===== config.mk =====
export PLATFORM = sky130hd
export DESIGN_NAME = mem512_arbiter_flat
export DESIGN_NICKNAME = d
export VERILOG_FILES = /design/src/rtl/mem512_arbiter_if.sv /design/src/rtl/mem512_arbiter.sv /design/src/flat_wrapper.sv
export SDC_FILE = /design/constraint.sdc
export NUM_CORES = 1
export LEC_CHECK = 0
export CAP_MARGIN = 20
export CORE_ASPECT_RATIO = 0.8
export CORE_MARGIN = 10
export CORE_UTILIZATION = 26
export DETAILED_ROUTE_END_ITERATION = 10
export GPL_ROUTABILITY_DRIVEN = 0
export HOLD_SLACK_MARGIN = 0.02
export SYNTH_ARGS = -nofsm -noshare
export SYNTH_HDL_FRONTEND = slang
export SYNTH_SLANG_ARGS = --single-unit
export TNS_END_PERCENT = 10

===== constraint.sdc =====
create_clock -name clk -period 1.5 [get_ports clk]
set_input_delay 0.3 -clock clk [delete_from_list [all_inputs] [get_ports clk]]
set_output_delay 0.3 -clock clk [all_outputs]
set_load 0.05 [all_outputs]

===== src/rtl/mem512_arbiter_if.sv =====
// Bus bundle between the two requesters, the arbiter and the shared 512x32 memory.
// The arbiter takes the slave view; the requester/memory side takes the master view.
interface mem512_arbiter_if #(
    parameter int ADDR_W = 9,
    parameter int DATA_W = 32
);
    logic              req0;
    logic              req1;
    logic              we0;
    logic              we1;
    logic [ADDR_W-1:0] addr0;
    logic [ADDR_W-1:0] addr1;
    logic [DATA_W-1:0] wdata0;
    logic [DATA_W-1:0] wdata1;
    logic              ack0;
    logic              ack1;
    logic [DATA_W-1:0] rdata0;
    logic [DATA_W-1:0] rdata1;
    logic              busy;
    logic              mem_wEn;
    logic [ADDR_W-1:0] mem_addr;
    logic [DATA_W-1:0] mem_din;
    logic [DATA_W-1:0] mem_dout;

    modport slave (
        input  req0, req1, we0, we1, addr0, addr1, wdata0, wdata1, mem_dout,
        output ack0, ack1, rdata0, rdata1, busy, mem_wEn, mem_addr, mem_din
    );

    modport master (
        output req0, req1, we0, we1, addr0, addr1, wdata0, wdata1, mem_dout,
        input  ack0, ack1, rdata0, rdata1, busy, mem_wEn, mem_addr, mem_din
    );
endinterface


===== src/rtl/mem512_arbiter.sv =====
// Round-robin arbiter sharing one single-port 512x32 memory between a fetch port (0)
// and a load/store port (1); one access every three cycles (IDLE -> ACCESS -> RESP).
module mem512_arbiter #(
    parameter int ADDR_W = 9,
    parameter int DATA_W = 32
) (
    input  logic                clk,
    input  logic                rst,
    mem512_arbiter_if.slave     bus
);
    typedef enum logic [1:0] {
        IDLE   = 2'd0,
        ACCESS = 2'd1,
        RESP   = 2'd2
    } state_t;

    state_t            r_state;
    state_t            w_state_next;

    logic              r_prio;
    logic              r_sel;
    logic              r_we_q;
    logic [ADDR_W-1:0] r_addr_q;
    logic [DATA_W-1:0] r_wdata_q;

    logic [1:0]        w_req;
    logic [1:0]        w_we;
    logic [ADDR_W-1:0] w_addr  [2];
    logic [DATA_W-1:0] w_wdata [2];
    logic [1:0]        w_ack;
    logic [DATA_W-1:0] w_rdata [2];
    logic              w_any_req;
    logic              w_grant;
    logic              w_busy;
    logic              w_mem_wen;

    assign w_req      = {bus.req1, bus.req0};
    assign w_we       = {bus.we1, bus.we0};
    assign w_addr[0]  = bus.addr0;
    assign w_addr[1]  = bus.addr1;
    assign w_wdata[0] = bus.wdata0;
    assign w_wdata[1] = bus.wdata1;

    // A lone requester always wins; on contention the pointer decides.
    assign w_any_req = |w_req;
    assign w_grant   = (&w_req) ? r_prio : w_req[1];

    always_ff @(posedge clk) begin
        if (rst) begin
            r_state <= IDLE;
        end else begin
            r_state <= w_state_next;
        end
    end

    always_comb begin
        w_state_next = r_state;
        case (r_state)
            IDLE:    w_state_next = w_any_req ? ACCESS : IDLE;
            ACCESS:  w_state_next = RESP;
            RESP:    w_state_next = IDLE;
            default: w_state_next = IDLE;
        endcase
    end

    // Reset gates the write enable combinationally so an interrupted access never commits.
    always_comb begin
        w_busy    = (r_state != IDLE);
        w_mem_wen = (r_state == ACCESS) & r_we_q & ~rst;
    end

    assign bus.busy     = w_busy;
    assign bus.mem_wEn  = w_mem_wen;
    assign bus.mem_addr = r_addr_q;
    assign bus.mem_din  = r_wdata_q;

    always_ff @(posedge clk) begin
        if (rst) begin
            r_prio    <= 1'b0;
            r_sel     <= 1'b0;
            r_we_q    <= 1'b0;
            r_addr_q  <= '0;
            r_wdata_q <= '0;
        end else if (r_state == IDLE && w_any_req) begin
            r_sel     <= w_grant;
            r_prio    <= ~w_grant;
            r_we_q    <= w_we[w_grant];
            r_addr_q  <= w_addr[w_grant];
            r_wdata_q <= w_wdata[w_grant];
        end
    end

    generate
        for (genvar gi = 0; gi < 2; gi++) begin : g_port
            localparam logic PORT = 1'(gi);
            logic              r_ack;
            logic [DATA_W-1:0] r_rdata;

            always_ff @(posedge clk) begin
                if (rst) begin
                    r_ack   <= 1'b0;
                    r_rdata <= '0;
                end else begin
                    r_ack <= (r_state == ACCESS) && (r_sel == PORT);
                    if (r_state == ACCESS && r_sel == PORT && !r_we_q) begin
                        r_rdata <= bus.mem_dout;
                    end
                end
            end

            assign w_ack[gi]   = r_ack;
            assign w_rdata[gi] = r_rdata;
        end
    endgenerate

    assign bus.ack0   = w_ack[0];
    assign bus.ack1   = w_ack[1];
    assign bus.rdata0 = w_rdata[0];
    assign bus.rdata1 = w_rdata[1];
endmodule


===== src/flat_wrapper.sv =====
// flat-port wrapper written by rule: the top's interface ports become plain ports
module mem512_arbiter_flat 
#(
    parameter int ADDR_W = 9,
    parameter int DATA_W = 32
)
  (clk, rst, bus_req0, bus_req1, bus_we0, bus_we1, bus_addr0, bus_addr1, bus_wdata0, bus_wdata1, bus_mem_dout, bus_ack0, bus_ack1, bus_rdata0, bus_rdata1, bus_busy, bus_mem_wEn, bus_mem_addr, bus_mem_din);
  mem512_arbiter_if #(.ADDR_W(ADDR_W), .DATA_W(DATA_W)) bus_i ();
  input  logic clk;
  input  logic rst;
  input wire logic [$bits(bus_i.req0)-1:0] bus_req0;
  input wire logic [$bits(bus_i.req1)-1:0] bus_req1;
  input wire logic [$bits(bus_i.we0)-1:0] bus_we0;
  input wire logic [$bits(bus_i.we1)-1:0] bus_we1;
  input wire logic [$bits(bus_i.addr0)-1:0] bus_addr0;
  input wire logic [$bits(bus_i.addr1)-1:0] bus_addr1;
  input wire logic [$bits(bus_i.wdata0)-1:0] bus_wdata0;
  input wire logic [$bits(bus_i.wdata1)-1:0] bus_wdata1;
  input wire logic [$bits(bus_i.mem_dout)-1:0] bus_mem_dout;
  output wire logic [$bits(bus_i.ack0)-1:0] bus_ack0;
  output wire logic [$bits(bus_i.ack1)-1:0] bus_ack1;
  output wire logic [$bits(bus_i.rdata0)-1:0] bus_rdata0;
  output wire logic [$bits(bus_i.rdata1)-1:0] bus_rdata1;
  output wire logic [$bits(bus_i.busy)-1:0] bus_busy;
  output wire logic [$bits(bus_i.mem_wEn)-1:0] bus_mem_wEn;
  output wire logic [$bits(bus_i.mem_addr)-1:0] bus_mem_addr;
  output wire logic [$bits(bus_i.mem_din)-1:0] bus_mem_din;
  assign bus_i.req0 = bus_req0;
  assign bus_i.req1 = bus_req1;
  assign bus_i.we0 = bus_we0;
  assign bus_i.we1 = bus_we1;
  assign bus_i.addr0 = bus_addr0;
  assign bus_i.addr1 = bus_addr1;
  assign bus_i.wdata0 = bus_wdata0;
  assign bus_i.wdata1 = bus_wdata1;
  assign bus_i.mem_dout = bus_mem_dout;
  assign bus_ack0 = bus_i.ack0;
  assign bus_ack1 = bus_i.ack1;
  assign bus_rdata0 = bus_i.rdata0;
  assign bus_rdata1 = bus_i.rdata1;
  assign bus_busy = bus_i.busy;
  assign bus_mem_wEn = bus_i.mem_wEn;
  assign bus_mem_addr = bus_i.mem_addr;
  assign bus_mem_din = bus_i.mem_din;
  mem512_arbiter #(.ADDR_W(ADDR_W), .DATA_W(DATA_W)) u_core (.clk(clk), .rst(rst), .bus(bus_i));
endmodule

==> metrics.txt <==
status=finished, violations left; violated checks=negative setup slack; gr usage total=15.2%; RSZ-0062 raised after global routing=true; hold path depth=2; H-Tree Depth=3; Vias/cell=around 5; adder-cell area share of the yosys netlist=0%; largest net degree at the start of global routing=110; flop2flop setup slack=-50 ps; Mapped Cells=552; total wire length=18,100 microns; Pleak=3.05 nW; CP max FO=5; fin nets=881; max-cap viol count=0; Reg2Reg Depth=4; R2R Path End=u_core.bus.mem_din[31]$_SDFFE_PP0P_; first-pass GRT wire length=28,200 microns; f_max=607 MHz; period utilisation layout=110%; drc violations=0; Starting Density=a little over a quarter; drt initial violations=289; largest family of logic cells by synthesized area=compound AO/OA/AOI/OAI gates; startpoint of the most critical hold path=bus_req1; Synth warnings=0; antenna cells=0; total CTS buffers=9; final setup TNS=-990 ps; CP startpoint=u_core.r_state[1]$_SDFF_PP0_; Setup crit start kind=flop; worst hold endpoint=u_core.r_prio$_SDFFE_PP0P_; grt ovf=0; vias in the first global route=4,884; Worst R2R Start=u_core.r_state[1]$_SDFF_PP0_; Syn Area/Cell=roughly 8.1 sq um; num rows=42; I/O Buffers=228; commonest non-fill, non-tap cell in the layout=nand2_1; Tmin final=between 1500 and 2000 ps; Die H=around 140 microns; final clock skew=7.05 ps; CP Capture Type=output pin; First-pass DRT Iterations=4; post-synthesis mux area share=0%; post-synthesis xor/xnor area fraction=0%; syn nets=672; io pins=229; detailed placement HPWL=13,300 microns; Skew-Pair Late Insertion Delay=360 ps; Die ar.=22,900 sq um; setup ws final=-148 ps; endpoints failing setup=24; most frequent cells in the layout=128 x nand2_1, 118 x buf_12, 117 x clkdlybuf4s50_1; antenna violation net count after detailed routing=0; Synth Area in Compound Gates=25.2%; Critical Path RT=between 1000 and 1500 ps; CTS tree=yes; post-synthesis sequential area ratio=50.0%; final hold vios=0; Overall Power=8.58 mW; Pins Over Slew Limit=0; Synth Area in Simple Gates=18.3%; fillers=1,510; Longest Clk Path Bufs=2; chip width=167 microns; unique cell type count in the Yosys netlist=24; via count=4,928; clk root buf=clkbuf_16; Crit Path Category=flop to output pin; # clock sinks=112; Seq cells post-synth=112; layout cell share with drive strength beyond 1=22.2%; Post-Syn Area=4490 sq um; min-delay worst type=primary input to flop; Post-CTS Setup Repair Bufs=0; Worst-path clk slew=approximately 80 ps; initial antenna violation count=0; number of hold buffers added after cts=0; per-cell routed wire length=~18 microns; Cell Pwr Density=1010 nW/um^2; area grow syn2layout=90.2%; Slew headroom=55.8%; critical path arrival=1350 ps; Peak VDD IR=651 uV; Core Footprint=about 17,000 sq um; Slew @ Worst Pin=about 660 ps
-- synth_stat cells, drive strengths merged --
library cell / count / area share (%)
buf: 28 / 3.8
nand2b: 1 / 0.14
a21oi: 108 / 12
dfxtp: 112 / 50
nor2: 3 / 0.42
nor2b: 1 / 0.14
and2b: 1 / 0.17
a311oi: 43 / 8.4
nor3: 1 / 0.11
o21ai: 43 / 4.8
clkbuf: 30 / 2.5
inv: 2 / 0.17
and2: 2 / 0.28
nand4bb: 1 / 0.25
nand3: 43 / 4.8
or4b: 1 / 0.22
and4bb: 1 / 0.28
nand2: 128 / 11
nor4b: 1 / 0.53
nor3b: 1 / 0.17
or2: 1 / 0.14
-- layer usage --
layer	share of wire (%)	routed length, microns	vias to the layer above	track usage (%)
met5	0	0	-	0
met4	1.2	211	0	3.70
met3	9.4	1700	16	6.35
met2	48	8630	206	24.8
met1	42	7600	2339	18.3
li1	-	-	2367	-
-- worst max-delay path: stages (launching register included) --
cell and delay [ps]:
dfxtp_2 340, buf_6 130, nor3b_4 210, and2_4 180, buf_12 130
-- sequential cells by signal, indices dropped and copies added (netlist names) --
| signal | count |
|---|---|
| u_core.bus.mem_din | 32 |
| u_core.bus.rdata0 | 32 |
| u_core.bus.rdata1 | 32 |
| u_core.bus.mem_addr | 9 |
| u_core.r_state | 2 |
| u_core.bus.ack0 | 1 |
| u_core.bus.ack1 | 1 |
| u_core.r_prio | 1 |
| u_core.r_sel | 1 |
| u_core.r_we_q | 1 |
-- cells by family after synthesis --
family | count (synthesis)
DFF | 112
buffers and inverters | 60
and+or+nand+nor | 186
AOI/OAI and AO/OA | 194
-- where the power goes --
part           total (mW)  switching, mW  internal (mW)
clock                2.40           1.22           1.18
sequential           3.41          0.222           3.19
combinational        2.77           1.44           1.34
total                8.58           2.88           5.70
-- area by class of cell --
type	count	area, sq um	area share (%)
Clock buffer	9	225	2.64
Clock inverter	7	77.6	0.909
Tap cell	220	275	3.23
Sequential cell	112	2250	26.3
Multi-Input combinational cell	382	2010	23.6
Inverter	2	11.3	0.132
Timing Repair Buffer	254	3680	43.2
-- repair_timing --
action                                  CTS  global route
gates resized for setup                   7            10
endpoints found under the setup margin   61            81
pin swaps                                 2             6
gates cloned                              2             0
-- how the worst max path moves through the flow --
| stage | endpoint | slack (ps) | depth (start not counted) |
|---|---|---|---|
| after CTS | bus_mem_wEn | -190 | 4 |
| final | bus_mem_wEn | -150 | 4 |
| after detailed placement | u_core.bus.mem_din[14]$_SDFFE_PP0P_ | -680 | 4 |
| after floorplan | bus_mem_wEn | 2 | 3 |
| after global routing | bus_mem_wEn | -190 | 4 |
| after global placement | u_core.bus.mem_din[1]$_SDFFE_PP0P_ | -560 | 4 |
-- metrics by stage --
stage	hold WS (ps)	setup slack [ps]	std cells	utilization, %	cell area [sq um]
finish	217	-148	986	50.9	8530
global route	212	-191	986	50.9	8530
floorplan	436	1.70	552	-	4500
detailed placement	485	-682	968	48.6	8160
global placement	472	-561	968	48.6	8160
CTS	199	-188	986	50.7	8490
(Power assumes the default switching activity.)
